==> src/rtl/mau_pkg.sv <==
// mau_pkg: shared constants for the memory access unit.
// RV32I funct3 width/sign codes and FSM state encodings.
package mau_pkg;

  // Load codes
  localparam logic [2:0] F3_LB  = 3'b000;
  localparam logic [2:0] F3_LH  = 3'b001;
  localparam logic [2:0] F3_LW  = 3'b010;
  localparam logic [2:0] F3_LBU = 3'b100;
  localparam logic [2:0] F3_LHU = 3'b101;
  // Store codes (share encodings with the signed loads)
  localparam logic [2:0] F3_SB  = 3'b000;
  localparam logic [2:0] F3_SH  = 3'b001;
  localparam logic [2:0] F3_SW  = 3'b010;

  // FSM states
  localparam logic [1:0] IDLE = 2'd0;
  localparam logic [1:0] BUS  = 2'd1;
  localparam logic [1:0] DONE = 2'd2;

endpackage

==> src/rtl/mau_lane_align.sv <==
// mau_lane_align: combinational byte-lane logic for the memory access unit.
// Request side: legality check, store strobes and lane replication.
// Response side: load byte/half select with sign or zero extension.
module mau_lane_align
  import mau_pkg::*;
(
  input  logic        req_we,
  input  logic [2:0]  req_funct3,
  input  logic [1:0]  req_addr,
  input  logic [31:0] req_wdata,
  output logic        req_legal,
  output logic [3:0]  req_wstrb,
  output logic [31:0] req_wdata_rep,
  input  logic [2:0]  ld_funct3,
  input  logic [1:0]  ld_addr,
  input  logic [31:0] ld_raw,
  output logic [31:0] ld_data
);

  logic [7:0]  ld_byte;
  logic [15:0] ld_half;

  // Legality: alignment per width, reserved codes, unsigned codes are load-only
  always_comb begin
    req_legal = 1'b0;
    case (req_funct3)
      F3_LB:   req_legal = 1'b1;
      F3_LH:   req_legal = ~req_addr[0];
      F3_LW:   req_legal = (req_addr == 2'b00);
      F3_LBU:  req_legal = ~req_we;
      F3_LHU:  req_legal = ~req_we & ~req_addr[0];
      default: req_legal = 1'b0;
    endcase
  end

  // Store strobes and lane replication; loads carry no strobes
  always_comb begin
    req_wstrb     = 4'b0000;
    req_wdata_rep = req_wdata;
    if (req_we) begin
      case (req_funct3[1:0])
        2'b00: begin
          req_wstrb     = 4'b0001 << req_addr;
          req_wdata_rep = {4{req_wdata[7:0]}};
        end
        2'b01: begin
          req_wstrb     = 4'b0011 << {req_addr[1], 1'b0};
          req_wdata_rep = {2{req_wdata[15:0]}};
        end
        default: req_wstrb = 4'hF;
      endcase
    end
  end

  assign ld_byte = ld_raw[{ld_addr, 3'b000} +: 8];
  assign ld_half = ld_raw[{ld_addr[1], 4'b0000} +: 16];

  // Load extract and extend
  always_comb begin
    ld_data = ld_raw;
    case (ld_funct3)
      F3_LB:   ld_data = {{24{ld_byte[7]}}, ld_byte};
      F3_LH:   ld_data = {{16{ld_half[15]}}, ld_half};
      F3_LBU:  ld_data = {24'h0, ld_byte};
      F3_LHU:  ld_data = {16'h0, ld_half};
      default: ld_data = ld_raw;
    endcase
  end

endmodule

==> src/rtl/mem_access_unit.sv <==
// mem_access_unit: load/store unit between MEM stage and a valid/ready data bus.
// FSM IDLE->BUS->DONE->IDLE, one bus transaction per accepted request.
// Optional bus timeout abort enabled by defining MAU_TIMEOUT_EN.
module mem_access_unit
  import mau_pkg::*;
#(
  parameter int TIMEOUT_CYCLES = 255
) (
  input  logic        clk,
  input  logic        rstn,
  input  logic        ex_req_valid,
  input  logic        ex_we,
  input  logic [2:0]  ex_funct3,
  input  logic [31:0] ex_addr,
  input  logic [31:0] ex_wdata,
  output logic        cpu_stall,
  output logic        cpu_rvalid,
  output logic [31:0] cpu_rdata,
  output logic        cpu_misalign,
  output logic        cpu_err,
  output logic        bus_req,
  output logic        bus_we,
  output logic [31:0] bus_addr,
  output logic [31:0] bus_wdata,
  output logic [3:0]  bus_wstrb,
  input  logic        bus_ready,
  input  logic [31:0] bus_rdata
);

  logic [1:0]  state;
  logic        we_q;
  logic [2:0]  f3_q;
  logic [31:0] addr_q;
  logic [31:0] wdata_q;
  logic [3:0]  wstrb_q;
  logic        rvalid_q;
  logic        err_q;
  logic [31:0] rdata_q;

  logic        legal;
  logic [3:0]  wstrb_n;
  logic [31:0] wdata_n;
  logic [31:0] ld_data;
  logic        accept;
  logic        in_bus;
  logic        to_hit;

  mau_lane_align u_align (
    .req_we        (ex_we),
    .req_funct3    (ex_funct3),
    .req_addr      (ex_addr[1:0]),
    .req_wdata     (ex_wdata),
    .req_legal     (legal),
    .req_wstrb     (wstrb_n),
    .req_wdata_rep (wdata_n),
    .ld_funct3     (f3_q),
    .ld_addr       (addr_q[1:0]),
    .ld_raw        (bus_rdata),
    .ld_data       (ld_data)
  );

  // Reset gates the combinational outputs so everything reads 0 under reset
  assign in_bus       = (state == BUS);
  assign accept       = rstn & (state == IDLE) & ex_req_valid & legal;
  assign cpu_misalign = rstn & (state == IDLE) & ex_req_valid & ~legal;
  assign cpu_stall    = accept | in_bus;

  assign bus_req    = in_bus;
  assign bus_we     = we_q;
  assign bus_addr   = {addr_q[31:2], 2'b00};
  assign bus_wdata  = wdata_q;
  assign bus_wstrb  = wstrb_q;
  assign cpu_rvalid = rvalid_q;
  assign cpu_rdata  = rdata_q;
  assign cpu_err    = err_q;

`ifdef MAU_TIMEOUT_EN
  localparam int CNT_W = $clog2(TIMEOUT_CYCLES + 1);
  logic [CNT_W-1:0] cnt;

  // cnt holds completed BUS cycles, so the limit is hit in the last allowed cycle
  assign to_hit = (cnt == CNT_W'(TIMEOUT_CYCLES - 1));

  // Saturating BUS-cycle counter, cleared when a request is accepted
  always_ff @(posedge clk or negedge rstn) begin
    if (!rstn)                                       cnt <= '0;
    else if (accept)                                 cnt <= '0;
    else if (in_bus && cnt != CNT_W'(TIMEOUT_CYCLES)) cnt <= cnt + CNT_W'(1);
  end
`else
  assign to_hit = 1'b0;
`endif

  // Main FSM with request latch and registered response
  always_ff @(posedge clk or negedge rstn) begin
    if (!rstn) begin
      state    <= IDLE;
      we_q     <= 1'b0;
      f3_q     <= 3'b000;
      addr_q   <= 32'h0;
      wdata_q  <= 32'h0;
      wstrb_q  <= 4'h0;
      rvalid_q <= 1'b0;
      err_q    <= 1'b0;
      rdata_q  <= 32'h0;
    end else begin
      case (state)
        IDLE: begin
          if (accept) begin
            we_q    <= ex_we;
            f3_q    <= ex_funct3;
            addr_q  <= ex_addr;
            wdata_q <= wdata_n;
            wstrb_q <= wstrb_n;
            state   <= BUS;
          end
        end
        BUS: begin
          // bus_ready in the limit cycle still completes normally
          if (bus_ready) begin
            rdata_q  <= we_q ? 32'h0 : ld_data;
            rvalid_q <= 1'b1;
            err_q    <= 1'b0;
            state    <= DONE;
          end else if (to_hit) begin
            rdata_q  <= 32'h0;
            rvalid_q <= 1'b1;
            err_q    <= 1'b1;
            state    <= DONE;
          end
        end
        DONE: begin
          rvalid_q <= 1'b0;
          err_q    <= 1'b0;
          rdata_q  <= 32'h0;
          state    <= IDLE;
        end
        default: state <= IDLE;
      endcase
    end
  end

endmodule
==> config.mk <==
export PLATFORM = sky130hd
export DESIGN_NAME = mem_access_unit
export DESIGN_NICKNAME = d
export VERILOG_FILES = /design/src/rtl/mau_pkg.sv /design/src/rtl/mau_lane_align.sv /design/src/rtl/mem_access_unit.sv
export SDC_FILE = /design/constraint.sdc
export NUM_CORES = 1
export LEC_CHECK = 0
export CAP_MARGIN = 15
export CORE_MARGIN = 2
export CORE_UTILIZATION = 43
export CTS_CLUSTER_DIAMETER = 30
export CTS_CLUSTER_SIZE = 40
export DETAILED_ROUTE_END_ITERATION = 8
export GPL_ROUTABILITY_DRIVEN = 0
export PLACE_DENSITY = 0.81
export RECOVER_POWER = 50
export SLEW_MARGIN = 30
export SYNTH_ARGS = -nofsm -noshare
export SYNTH_HDL_FRONTEND = slang
export SYNTH_SLANG_ARGS = --single-unit
==> constraint.sdc <==
create_clock -name clk -period 2.75 [get_ports clk]
set_input_delay 0.55 -clock clk [delete_from_list [all_inputs] [get_ports clk]]
set_output_delay 0.55 -clock clk [all_outputs]
set_load 0.03 [all_outputs]
==> results of run 1 <==
==> metal layers <==
metal	vias up	GRT usage (%)	wire length, um
met2	170	37.74	6891
met4	0	6.831	213
met5	-	0	0
met1	2048	27.22	5544
li1	1919	-	-
met3	16	6.097	1051
==> Yosys cell counts (all sizes together) (8+ instances only) <==
cell type	instances
a211oi	9
a21oi	19
a221o	17
a22o	8
buf	39
clkbuf	23
dfrtp	107
inv	11
mux2	55
mux2i	8
nand2	42
nor2	29
o21ai	26
o31ai	23
==> sequential cells by signal (all words and copies together) (netlist names) <==
name / flops
f3_q: 3
bus_wstrb: 4
bus_we: 1
cpu_rvalid: 1
state: 2
addr_q: 32
cpu_rdata: 32
bus_wdata: 32
==> tightest hold or removal path, delay by kind of cell (launching register included) <==
family | cells | cell delay [ns]
flops | 1 | 0.34
simple gates | 1 | 0.05
compound gates | 1 | 0.05
==> layout by cell type (no fill, tap or decap), types with 2 or more instances in the layout <==
cell type | synthesis | routed
a22o_1 | 8 | 8
mux2i_1 | 8 | 8
clkbuf_1 | 23 | 2
nor2b_1 | 4 | 4
and2_1 | 7 | 7
buf_4 | 33 | 15
nor2_1 | 29 | 29
nand2_1 | 42 | 41
clkbuf_8 | 0 | 3
mux2_2 | 55 | 54
o31ai_1 | 23 | 23
clkdlybuf4s50_1 | 0 | 153
o22ai_1 | 7 | 7
dlymetal6s2s_1 | 0 | 2
a211oi_1 | 9 | 9
inv_1 | 11 | 11
dlygate4sd3_1 | 0 | 47
a21oi_1 | 19 | 19
dfrtp_1 | 107 | 107
a221o_1 | 17 | 17
clkbuf_16 | 0 | 9
conb_1 | 1 | 3
nand2b_1 | 4 | 4
o21ai_0 | 26 | 26
==> how the worst max path moves through the flow <==
stage,from,endpoint,slack (ns),cells after the start
CTS,ex_addr[1],cpu_stall,0.009,5
floorplan,ex_addr[1],cpu_stall,0.05,5
finish,ex_funct3[2],cpu_stall,0.05,5
detailed placement,ex_funct3[0],cpu_stall,-0.11,5
global route,ex_funct3[2],cpu_stall,0.01,5
global placement,ex_funct3[0],cpu_stall,-0.1,5
==> cell families (layout without fill, tap and decap cells) <==
kind of cell,after synthesis,after routing,synth area share [%]
AO/OA/AOI/OAI,115,115,16.37
AND/OR/NAND/NOR,90,90,7.709
multiplexers,63,63,13.99
buffers and inverters,74,251,8.285
flip-flops,107,107,53.57
other,1,3,0.07502
==> area by class of cell <==
class                      count  area share [%]
clock buffer                  13           3.697
clock inverter                 3          0.2909
inverter                      12          0.6161
multi-input combinational    271           26.29
sequential                   107           36.63
tap                          143           2.447
timing repair buffer         223           30.04
==> report_power, final <==
part / internal [uW] / switching (uW)
clock: 690 / 556
sequential: 2050 / 329
combinational: 1260 / 1600
==> timing repair <==
item | CTS | global route
endpoints found under the hold margin | 0 | 0
gates resized for setup | 1 | 5
pin swaps | 1 | 1
gates cloned | 0 | 0
setup endpoints to repair | 1 | 1
setup buffers | 1 | 0
==> per-stage QoR <==
| step | std cells | setup TNS [ns] | hold WS, ns | utilization (%) |
|---|---|---|---|---|
| global route | 772 | 0 | 0.4937 | 64.30 |
| CTS | 771 | 0 | 0.3382 | 64.16 |
| detailed placement | 754 | -1.564 | 0.4699 | 61.54 |
| floorplan | 452 | 0 | 0.2544 | - |
| global placement | 754 | -0.3582 | 0.4596 | 61.54 |
| finish | 772 | 0 | 0.4760 | 64.30 |
==> reports/results.tsv, run 1 <==
stage	metric	value	unit
run_status	outcome	completed	
die	die height	111.8	um
sta	period utilisation layout	98.09	%
cells_and_area	layout cell share with drive strength beyond 1	14.63	%
grt	global-route wire length before repair	22050	um
worst_setup_path	reg-to-reg slack, setup	0.55	ns
worst_setup_path	worst r2r dst	cpu_rdata[31]	
cts	hold_buf cts	0	
yosys	cell accounting for the most synthesized area	dfrtp_1	
yosys	post-synthesis sequential area ratio	53.57	%
worst_hold_path	WHS Endpoint	bus_wdata[31]	
grt	total grt overflow	0	
worst_hold_path	Hold Path Depth	2	
sta	slew margin rel.	26.43	%
cells_and_area	Layout area overhead	46.26	%
cells_and_area	Final Instance Area	7311	sq um
die	die extent in x	111.8	um
power_and_ir_drop	Leakage Power	0.003253	uW
worst_setup_path	Worst EP arrival	2.15	ns
drt	DR pass1 iterations	5	
yosys	top cell type's share of synthesized area	53.57	%
sta	worst slew pin tran	1.104	ns
sta	Final min period	2.698	ns
die	io pins	210	
cells_and_area	area occupied by multi-input gates	1922	sq um
drt	initial drt markers	305	
yosys	Syn Inst Count	450	
cts	CTS root buf	clkbuf_16	
place	Placement Setup Slack	-0.1077	ns
sta	Hold Fails Final Rpt	0	
grt	initial antenna violation count	0	
cells_and_area	Register Area	2678	sq um
grt	number of global-route vias before repair	4251	
sta	max-slew violation count	0	
die	overall die area	12500	sq um
drt	total number of vias	4153	
sta	setup violators final	0	
sta	final worst slack	0.05247	ns
yosys	Distinct cells, synth	33	
cts	CTS H-tree depth	3	
drt	Total Wirelength	13700	um
worst_setup_path	Worst Setup End Kind	output pin	
worst_setup_path	highest net fanout along the worst path	2	
cells_and_area	Antenna diodes	0	
place	PortBufs	206	
yosys	Syn. warnings	0	
power_and_ir_drop	Pwr Density	888.1	nW/um^2
worst_setup_path	Critical-path top delay cell	a2111o_2	
yosys	Post-synth EDFFs	0	
drt	routed vias/inst	5.380	
grt	gr usage total	22.04	%
die	core area	11370	sq um
cells_and_area	Nets	728	
cts	CTS tree	done	
cts	later-pin clock latency in the skew report	0.34	ns
place	DP HPWL	9930	um
run	Max-cap violations	0	
place	placed standard-cell area	6997	sq um
drt	WL per Instance	17.75	um
worst_setup_path	CP delay by family, top	buffers and inverters	
worst_hold_path	Hold Crit Start	bus_wdata[31]	
worst_setup_path	Reg-to-Reg Start	addr_q[1]	
worst_setup_path	critical-path cell list	clkdlybuf4s50_1 -> or4_4 -> a2111o_2 -> nand2_2 -> buf_6	
yosys	Mean Syn Cell Area	11.11	sq um
yosys	top_reg_cell synth	dfrtp_1	
worst_setup_path	buffers and inverters on the worst path	2	
yosys	post-synthesis async set-or-reset flop share	100.0	%
power_and_ir_drop	maximum vdd drop	0.4825	mV
sta	Peak Freq	370.7	MHz
worst_setup_path	R2R depth	5	
cts	Max clock buf depth	2	
die	cell row count	39	
yosys	Synth area leaders	dfrtp_1, mux2_2, buf_4, o31ai_1, a221o_1	
worst_hold_path	HP Class	reg2reg	
grt	largest net degree at the start of global routing	103	
drt	DRC	0	
drt	Post-DRT Antenna Nets	0	
yosys	synthesized area	4999	sq um
worst_setup_path	worst stage delay on the critical path	0.50	ns
cts	# clock sinks	107	
yosys	flops & latches, synth	107	
sta	RSZ-0062 raised after global routing	no	
cts	cts bufs inserted	9	
die	Initial Util	43.96	%
cells_and_area	fillcell total	900	
cts	CTS clk-pin slew, worst paths	0.07	ns
worst_setup_path	CP Launch Type	input pin	
sta	Final Skew	0.005747	ns
power_and_ir_drop	Final Power	6493	uW
worst_setup_path	Setup CP Type	in2out	
worst_setup_path	CP required	2.20	ns
Power figures use the tool's default switching activity.
==> inputs of run 2 (changes only) <==
--- a/config.mk
+++ b/config.mk
@@ -5,7 +5,7 @@
 export SDC_FILE = /design/constraint.sdc
 export NUM_CORES = 1
 export LEC_CHECK = 0
-export CAP_MARGIN = 15
+export CAP_MARGIN = 40
 export CORE_MARGIN = 2
 export CORE_UTILIZATION = 43
 export CTS_CLUSTER_DIAMETER = 30
@@ -14,7 +14,7 @@
 export GPL_ROUTABILITY_DRIVEN = 0
 export PLACE_DENSITY = 0.81
 export RECOVER_POWER = 50
-export SLEW_MARGIN = 30
+export SLEW_MARGIN = 20
 export SYNTH_ARGS = -nofsm -noshare
 export SYNTH_HDL_FRONTEND = slang
 export SYNTH_SLANG_ARGS = --single-unit
==> run 2 against run 1 <==
Final area increased by 0.41%. Global-route usage is the same. Setup slack got worse by 0.0052 ns. Core utilization rose by 0.26 points. Largest cell class unchanged. Largest power group unchanged. Highest routed layer unchanged.
==> reports/results.tsv, run 2 (synthesis results as in run 1) <==
stage	metric	value	unit	change
worst_setup_path	Worst Setup End Kind	output pin		
cells_and_area	Antenna diodes	0		unchanged
sta	period utilisation layout	98.28	%	+0.19 points
run_status	outcome	completed		
grt	global-route wire length before repair	22050	um	unchanged
sta	worst slew pin tran	1.126	ns	+0.02209 ns
drt	total number of vias	4176		+0.55%
die	die height	111.8	um	unchanged
place	Placement Setup Slack	-0.1077	ns	unchanged
cts	CTS clk-pin slew, worst paths	0.07	ns	about the same
grt	total grt overflow	0		unchanged
grt	initial antenna violation count	0		unchanged
cells_and_area	Nets	729		+0.14%
cts	cts bufs inserted	9		unchanged
sta	Fin Setup TNS	0	ns	unchanged
worst_hold_path	HP Class	reg2reg		
die	io pins	210		unchanged
sta	Peak Freq	370.0	MHz	-0.19%
worst_setup_path	CP delay by family, top	buffers and inverters		
die	overall die area	12500	sq um	unchanged
die	cell row count	39		unchanged
die	core area	11370	sq um	unchanged
cells_and_area	Register Area	2678	sq um	unchanged
worst_setup_path	critical-path cell list	clkdlybuf4s50_1 -> or4_4 -> a2111o_2 -> nand2_2 -> buf_6		
cells_and_area	area occupied by multi-input gates	1922	sq um	unchanged
worst_setup_path	CP required	2.20	ns	about the same
cts	Max clock buf depth	2		unchanged
cts	hold_buf cts	0		unchanged
die	Initial Util	43.96	%	unchanged
power_and_ir_drop	Pwr Density	884.6	nW/um^2	-0.40%
worst_setup_path	CP Launch Type	input pin		
sta	setup violators final	0		unchanged
place	DP HPWL	9930	um	unchanged
cts	later-pin clock latency in the skew report	0.34	ns	about the same
worst_setup_path	buffers and inverters on the worst path	2		unchanged
sta	Final min period	2.703	ns	+0.005221 ns
place	PortBufs	206		unchanged
worst_setup_path	worst stage delay on the critical path	0.50	ns	about the same
sta	final worst slack	0.04725	ns	-0.005221 ns
grt	gr usage total	22.04	%	unchanged
grt	largest net degree at the start of global routing	103		unchanged
sta	slew margin rel.	24.95	%	-1.5 points
sta	Hold Fails Final Rpt	0		unchanged
worst_setup_path	Setup CP Type	in2out		
drt	DR pass1 iterations	5		unchanged
worst_setup_path	Critical-path top delay cell	a2111o_2		
worst_setup_path	Worst EP arrival	2.15	ns	about the same
drt	Total Wirelength	13700	um	about the same
die	die extent in x	111.8	um	unchanged
drt	WL per Instance	17.72	um	-0.12%
power_and_ir_drop	Leakage Power	0.003264	uW	+0.33%
cells_and_area	Non-Filler Instances	773		+0.13%
cts	CTS root buf	clkbuf_16		
cts	# clock sinks	107		unchanged
sta	max-slew violation count	0		unchanged
drt	Post-DRT Antenna Nets	0		unchanged
run	Max-cap violations	0		unchanged
worst_setup_path	reg-to-reg slack, setup	0.77	ns	+0.22 ns
power_and_ir_drop	maximum vdd drop	0.4822	mV	about the same
grt	number of global-route vias before repair	4251		unchanged
cells_and_area	layout cell share with drive strength beyond 1	14.60	%	-0.023 points
worst_setup_path	highest net fanout along the worst path	2		unchanged
cells_and_area	Layout area overhead	46.86	%	
cells_and_area	most frequent cells in the layout	clkdlybuf4s50_1, dfrtp_1, mux2_2, dlygate4sd3_1, nand2_1		
place	dpl cells	754		unchanged
power_and_ir_drop	Final Power	6493	uW	about the same
cells_and_area	fillcell total	897		-0.33%
cells_and_area	Core Util, Final	64.56	%	+0.26 points
drt	initial drt markers	379		+24%
drt	routed vias/inst	5.402		+0.42%
drt	DRC	0		unchanged
cts	CTS H-tree depth	3		unchanged
cells_and_area	most common cell after layout, fill and taps aside	clkdlybuf4s50_1		
sta	RSZ-0062 raised after global routing	no		
cts	CTS tree	done		
sta	Final Skew	0.004291	ns	-0.001457 ns
[run 2: changes by cell type in the layout (fill, tap and decap cells not counted)]
| cell | before | now |
|---|---|---|
| buf_4 | 15 | 14 |
| clkbuf_1 | 2 | 3 |
| clkbuf_4 | 1 | 0 |
| buf_16 | 0 | 1 |
| clkbuf_8 | 3 | 4 |
[run 2: path summary, 6_finish.rpt]
kind,start,to,cells past startpoint
setup / recovery,ex_funct3[2],cpu_stall,5
hold / removal,bus_wdata[31],bus_wdata[31],2
setup reg to reg,state[0],cpu_rdata[31],3
hold reg to reg,bus_wdata[31],bus_wdata[31],2
max in group asynchronous,rstn,addr_q[11],4
min in group asynchronous,rstn,cpu_rdata[27],2
[run 2: cell type report]
class                           count  share of cell area (%)
Sequential cell                   107                   36.48
Inverter                           12                  0.6136
Tap cell                          143                   2.437
Timing Repair Buffer              224                   30.32
Multi-Input combinational cell    271                   26.18
Clock buffer                       13                   3.682
Clock inverter                      3                  0.2898
[run 2: repair_timing]
item / in CTS / in global routing
endpoints found under the hold margin: 0 / 0
setup buffers: 1 / 0
endpoints found under the setup margin: 1 / 1
pin swaps: 1 / 1
gates resized for setup: 1 / 5
gates cloned: 0 / 0
[run 2: stage by stage]
step	area (sq um)	hold WS [ns]
after floorplan	5006	0.2544
after global placement	6997	0.4596
after detailed placement	6997	0.4699
after CTS	7295	0.3382
after global routing	7341	0.4937
final	7341	0.4760
[run 2: worst reg2reg max path, delay by kind of cell, from the launching register on]
family / cells / cell delay (ns)
muxes: 1 / 0.73
and+or+nand+nor: 1 / 0.12
AOI/OAI and AO/OA: 1 / 0.54
DFF: 1 / 0.48
[run 2: routing by layer]
| layer | up-vias | track usage [%] | part of all wire [%] |
|---|---|---|---|
| met2 | 173 | 37.74 | 50 |
| li1 | 1920 | - | - |
| met5 | - | 0 | 0 |
| met1 | 2067 | 27.22 | 41 |
| met3 | 16 | 6.097 | 7.6 |
| met4 | 0 | 6.831 | 1.7 |
[run 2: where the power goes]
group          total, uW  switching [uW]  internal, uW
sequential          2380             327          2050
combinational       2870            1610          1270
clock               1240             554           689
total               6490            2490          4010
==> inputs of run 3 (changes only) <==
--- a/config.mk
+++ b/config.mk
@@ -5,7 +5,7 @@
 export SDC_FILE = /design/constraint.sdc
 export NUM_CORES = 1
 export LEC_CHECK = 0
-export CAP_MARGIN = 40
+export CAP_MARGIN = 20
 export CORE_MARGIN = 2
 export CORE_UTILIZATION = 43
 export CTS_CLUSTER_DIAMETER = 30
==> run 3 against run 2 <==
Setup slack worse by 0.00080 ns. Worst hold slack better by 0.0016 ns. Final area is 0.51% lower. Combinational power about the same. First-iteration DRC count is 2.4% lower. Count of clock-buffer cells in the layout stayed put. Register-to-register slack got worse by 0.29 ns. Final cell count decreased by 0.26%. Clock skew hardly changed. Critical path depth did not move. Critical path type unchanged. Critical endpoint unchanged.
==> reports/results.tsv, run 3 (synthesis results as in run 1) <==
stage	metric	value	unit	change
run_status	outcome	completed		
drt	initial drt markers	370		-2.4%
sta	Peak Freq	369.9	MHz	about the same
grt	global-route wire length before repair	22050	um	unchanged
sta	RSZ-0062 raised after global routing	no		
die	io pins	210		unchanged
cells_and_area	Layout area overhead	46.11	%	
die	core area	11370	sq um	unchanged
grt	gr usage total	22.04	%	unchanged
sta	period utilisation layout	98.31	%	about the same
sta	Final Skew	0.004706	ns	+0.0004152 ns
drt	total number of vias	4128		-1.1%
sta	setup violators final	0		unchanged
cts	cts bufs inserted	9		unchanged
grt	largest net degree at the start of global routing	103		unchanged
cells_and_area	most frequent cells in the layout	clkdlybuf4s50_1, dfrtp_1, mux2_2, dlygate4sd3_1, nand2_1		
cells_and_area	Nets	727		-0.27%
cts	CTS H-tree depth	3		unchanged
power_and_ir_drop	register share of total power	36.7	%	about the same
cts	CTS root buf	clkbuf_16		
drt	DRC	0		unchanged
place	placed standard-cell area	6997	sq um	unchanged
cts	# clock sinks	107		unchanged
sta	worst slew pin tran	1.111	ns	-0.01463 ns
drt	routed vias/inst	5.354		-0.89%
die	Initial Util	43.96	%	unchanged
sta	Fin Setup TNS	0	ns	unchanged
cells_and_area	area occupied by multi-input gates	1922	sq um	unchanged
worst_setup_path	Worst EP arrival	2.15	ns	about the same
cells_and_area	Final Instance Area	7303	sq um	-0.51%
drt	WL per Instance	17.67	um	-0.29%
place	PortBufs	206		unchanged
sta	Final min period	2.704	ns	+0.0007990 ns
sta	max-slew violation count	0		unchanged
cells_and_area	Non-Filler Instances	771		-0.26%
grt	number of global-route vias before repair	4251		unchanged
sta	slew margin rel.	25.93	%	+0.98 points
place	dpl cells	754		unchanged
worst_setup_path	Worst Setup End Kind	output pin		
drt	DR pass1 iterations	5		unchanged
die	die height	111.8	um	unchanged
grt	initial antenna violation count	0		unchanged
cells_and_area	fillcell total	900		+0.33%
cts	Max clock buf depth	2		unchanged
cts	hold_buf cts	0		unchanged
sta	Hold WS	0.4776	ns	+0.001567 ns
power_and_ir_drop	maximum vdd drop	0.4820	mV	about the same
worst_hold_path	HP Class	reg2reg		
place	DP HPWL	9930	um	unchanged
power_and_ir_drop	Pwr Density	888.3	nW/um^2	+0.42%
power_and_ir_drop	internal power	4003	uW	-0.10%
die	cell row count	39		unchanged
grt	total grt overflow	0		unchanged
worst_setup_path	CP Launch Type	input pin		
die	die extent in x	111.8	um	unchanged
sta	Hold Fails Final Rpt	0		unchanged
power_and_ir_drop	Clk pwr share	19.2	%	about the same
worst_setup_path	Setup CP Type	in2out		
power_and_ir_drop	Net Sw Frac	38.30	%	about the same
cts	CTS clk-pin slew, worst paths	0.07	ns	about the same
cts	CTS tree	done		
worst_setup_path	highest net fanout along the worst path	2		unchanged
die	overall die area	12500	sq um	unchanged
power_and_ir_drop	Leakage Power	0.003247	uW	-0.49%
cells_and_area	Antenna diodes	0		unchanged
power_and_ir_drop	Comb power frac	44.1	%	about the same
run	Max-cap violations	0		unchanged
cells_and_area	Register Area	2678	sq um	unchanged
drt	Total Wirelength	13630	um	-0.55%
drt	Post-DRT Antenna Nets	0		unchanged
cts	later-pin clock latency in the skew report	0.34	ns	about the same
cells_and_area	layout cell share with drive strength beyond 1	14.49	%	-0.11 points
cells_and_area	most common cell after layout, fill and taps aside	clkdlybuf4s50_1		
worst_setup_path	CP required	2.20	ns	about the same
power_and_ir_drop	Net Switching	2484	uW	about the same
power_and_ir_drop	Final Power	6487	uW	about the same
[run 3: final timing paths]
check,startpoint,end,slack [ns],cells past startpoint
worst min register to register,bus_wdata[31],bus_wdata[31],0.48,2
min in group asynchronous,rstn,cpu_rdata[27],0.63,2
worst max-delay path,ex_funct3[2],cpu_stall,0.05,5
worst min-delay path,bus_wdata[31],bus_wdata[31],0.48,2
worst max register to register,addr_q[1],cpu_rdata[27],0.48,4
max in group asynchronous,rstn,bus_wdata[10],0.57,3
[run 3: critical path: stages]
cell	delay, ns
clkdlybuf4s50_1	0.44
or4_4	0.43
a2111o_2	0.50
nand2_2	0.09
buf_6	0.13
[run 3: area by class of cell]
class	instances	area share (%)
sequential	107	36.66
timing repair buffer	222	29.96
multi-input combinational	271	26.31
clock buffer	13	3.701
tap	143	2.450
inverter	12	0.6168
clock inverter	3	0.2912
[run 3: metal layers]
layer	GRT usage (%)	wire (um)	up-vias
li1	-	-	1918
met1	27.22	5501	2032
met2	37.74	6887	164
met3	6.097	1044	14
met4	6.831	193	0
met5	0	0	-
[run 3: metrics by stage]
stage               setup slack, ns  utilization (%)
detailed placement          -0.1077            61.54
finish                      0.04645            64.23
floorplan                   0.04558                -
CTS                        0.009245            64.16
global route                0.01318            64.23
global placement           -0.09589            61.54
[run 3: power groups by stage]
| stage | clock [uW] | sequential (uW) | combinational [uW] |
|---|---|---|---|
| after global routing | 1330 | 2450 | 3020 |
| after global placement | 0 | 2390 | 2900 |
| final | 1240 | 2380 | 2860 |
| after floorplan | 0 | 2960 | 1220 |
| after CTS | 1280 | 2390 | 2960 |
| after detailed placement | 0 | 2420 | 2950 |
[run 3: timing repair]
action	CTS	global route
endpoints found under the setup margin	1	1
pin swaps	1	1
buffers inserted	1	0
resized for setup	1	5
==> RTL edit, RTL diff (flow settings as in run 2) <==
Build with the macro `MAU_TIMEOUT_EN` defined.
--- a/src/rtl/mem_access_unit.sv
+++ b/src/rtl/mem_access_unit.sv
@@ -1,6 +1,8 @@
 // mem_access_unit: load/store unit between MEM stage and a valid/ready data bus.
 // FSM IDLE->BUS->DONE->IDLE, one bus transaction per accepted request.
 // Optional bus timeout abort enabled by defining MAU_TIMEOUT_EN.
+`define MAU_TIMEOUT_EN
+
 module mem_access_unit
   import mau_pkg::*;
 #(
Behaviour: same outputs for any inputs over 4 cycles, from zero or initial values and one cycle with rstn low; that may be too few to reach the edited logic, so the function may still have changed.
==> RTL edit against run 2 <==
  * First-iteration DRC count fell by 28%
  * Hold slack got worse by 0.010 ns
  * Total power rose by 56%
  * Non-clock buffer count rose by 1
  * Clock skew rose by 0.0032 ns
  * Area after synthesis rose by 14%
  * Wire length rose by 19%
  * Setup slack improved by 0.013 ns
  * Combinational power rose by 72%
  * Final cell count rose by 24%
  * Cell area rose by 12%
  * Sequential cell count rose by 9
  * Critical path type unchanged
  * Largest cell class unchanged
==> RTL edit: results (changes against run 2) <==
Global routing
The overall fraction of global-route tracks in use is 23.2% (+1.1 points). The initial antenna violation count came to 0 (unchanged). The largest net degree at the start of global routing is 56 (-46%). The total global routing overflow is 0 (unchanged). The wire length of the first global-routing pass is 25,900 um (+18%). The via count of the first global-routing pass came to 5,182 (+22%).

CTS
The tree is rooted in a sky130_fd_sc_hd__clkbuf_16. The number of CTS-inserted buffers came to 17 (+8). The deepest clock path buffer count was 2 (unchanged). The source-to-sink clock delay at the later pin of the worst-skew pair came to 0.41 ns (+0.07 ns).

The number of buffers inserted to repair setup after CTS was 0 (-1). After clock tree synthesis, the clock-pin slew on the worst setup and hold paths is 0.06 ns. The number of instances resized during post-cts repair is 0 (-1). The number of H-tree branching levels is 4 (+1).

STA
The remaining max-slew budget at the tightest pin came to 21.4% (-3.6 points). The final clock skew came to 0.00751 ns (+0.00322 ns). The max-slew violation total from the final report is 0 (unchanged).

Hold path
In this run the worst hold path is classified as reg2reg.

Synth
The post-synthesis instance total is 598 (+33%). The sequential fraction of the synthesis area was 51.0% (-2.6 points). The post-synthesis cell type count is 52 (+58%). Yosys attributes the largest share of cell area to sky130_fd_sc_hd__dfrtp_1 (51%), sky130_fd_sc_hd__nand2_1 (11%), sky130_fd_sc_hd__buf_4 (5.3%). The most used flip-flop cell after synthesis is sky130_fd_sc_hd__dfrtp_1. The share of synthesized flip-flops with an asynchronous set or reset came to 100% (unchanged). The count of warnings emitted by yosys is 0 (unchanged). By count the netlist is led by sky130_fd_sc_hd__nand2_1 (172), sky130_fd_sc_hd__dfrtp_1 (116), sky130_fd_sc_hd__buf_4 (40), sky130_fd_sc_hd__nor2_1 (34), sky130_fd_sc_hd__a221o_1 (26).

Placed design
The number of input and output port buffers inserted was 207 (+0.49%). The detailed-placement wirelength estimate is 11,800 um (+19%). The cell total after placement came to 928 (+23%).

Final layout
The number of non-filler instances in the completed layout came to 961 (+24%). The antenna cell count is 0 (unchanged). The layout net count is 882 (+21%).

The layout cell share with drive strength beyond 1 came to 7.01% (-7.6 points).

Worst setup path
The maximum fanout encountered on the critical timing path came to 7 (+5). For the worst setup path, the data arrival time is about 2.1 ns.

Outcome
The run finished with clean final reports.

Routing
The average detailed-routed wire length per instance is 17.0 um (-3.9%). The number of detailed-route iterations in the first pass is 6 (+1). The detailed router's first-iteration violation count was 271 (-28%). The post-detailed-route via-to-cell ratio was 5.34 (-1.1%).

Power
The leakage power figure is 3.82 nW (+17%). The switching portion of total power came to 41.9% (+3.6 points). The peak supply drop is 0.770 mV (+60%).
-- RTL edit: power by group through the flow --
| stage | Sequential, mW | Combinational [mW] | Clock (mW) |
|---|---|---|---|
| after floorplan | 3.85 | 2.49 | 0 |
| after global placement | 3.03 | 4.88 | 0 |
| after detailed placement | 3.07 | 5.03 | 0 |
| after CTS | 3.06 | 5.06 | 2.16 |
| after global routing | 3.15 | 5.25 | 2.25 |
| final | 3.05 | 4.94 | 2.12 |
-- RTL edit: final timing paths --
kind	cells past startpoint	slack, ns	to	startpoint
min	2	0.47	addr_q[10]$_DFFE_PN0P_	addr_q[10]$_DFFE_PN0P_
max in group asynchronous	4	0.59	bus_wdata[3]$_DFFE_PN0P_	rstn
min in group asynchronous	2	0.50	bus_we$_DFFE_PN0P_	rstn
max	5	0.06	cpu_stall	ex_funct3[0]
max reg2reg	7	0.37	cpu_rdata[20]$_DFFE_PN0P_	state[1]$_DFFE_PN0P_
min reg2reg	2	0.47	addr_q[10]$_DFFE_PN0P_	addr_q[10]$_DFFE_PN0P_
-- RTL edit: area by class of cell --
cell class / instances / area, um^2
inverter: 11 / 41.3
clock buffer: 22 / 464
clock inverter: 10 / 106
multi-input combinational: 401 / 2290
tap: 176 / 220
timing repair buffer: 225 / 2220
sequential: 116 / 2900
fill: 1005 / 4840
-- RTL edit: logic make-up after synthesis --
group | after synthesis | share of synthesized area, %
and+or+nand+nor | 245 | 18.3
AOI/OAI and AO/OA | 132 | 17.6
DFF | 116 | 51.0
buffers and inverters | 82 | 8.74
muxes | 12 | 2.39
adders and majority gates | 6 | 1.32
xor gates and xnor gates | 4 | 0.615
other | 1 | 0.0658
-- RTL edit: per-layer routing --
metal  track usage, %  vias up  share of wire (%)
met1             27.2     2487                 40
met5                0        -                  0
met4             11.4        0                3.1
met3             5.84       39                6.2
li1                 -     2384                  -
met2             39.4      223                 51
-- RTL edit: stage by stage --
stage	cell area, um^2	worst slack, ns
finish	8240	0.0605
detailed placement	7700	0.0613
global placement	7670	0.0902
floorplan	5700	0.273
global route	8240	0.0165
CTS	8270	0.0560
-- RTL edit: worst max-delay path, stage by stage --
cell                              delay (ns)
sky130_fd_sc_hd__clkdlybuf4s50_1        0.48
sky130_fd_sc_hd__or4_1                  0.55
sky130_fd_sc_hd__a21o_2                 0.31
sky130_fd_sc_hd__nand2_1                0.09
sky130_fd_sc_hd__buf_4                  0.15
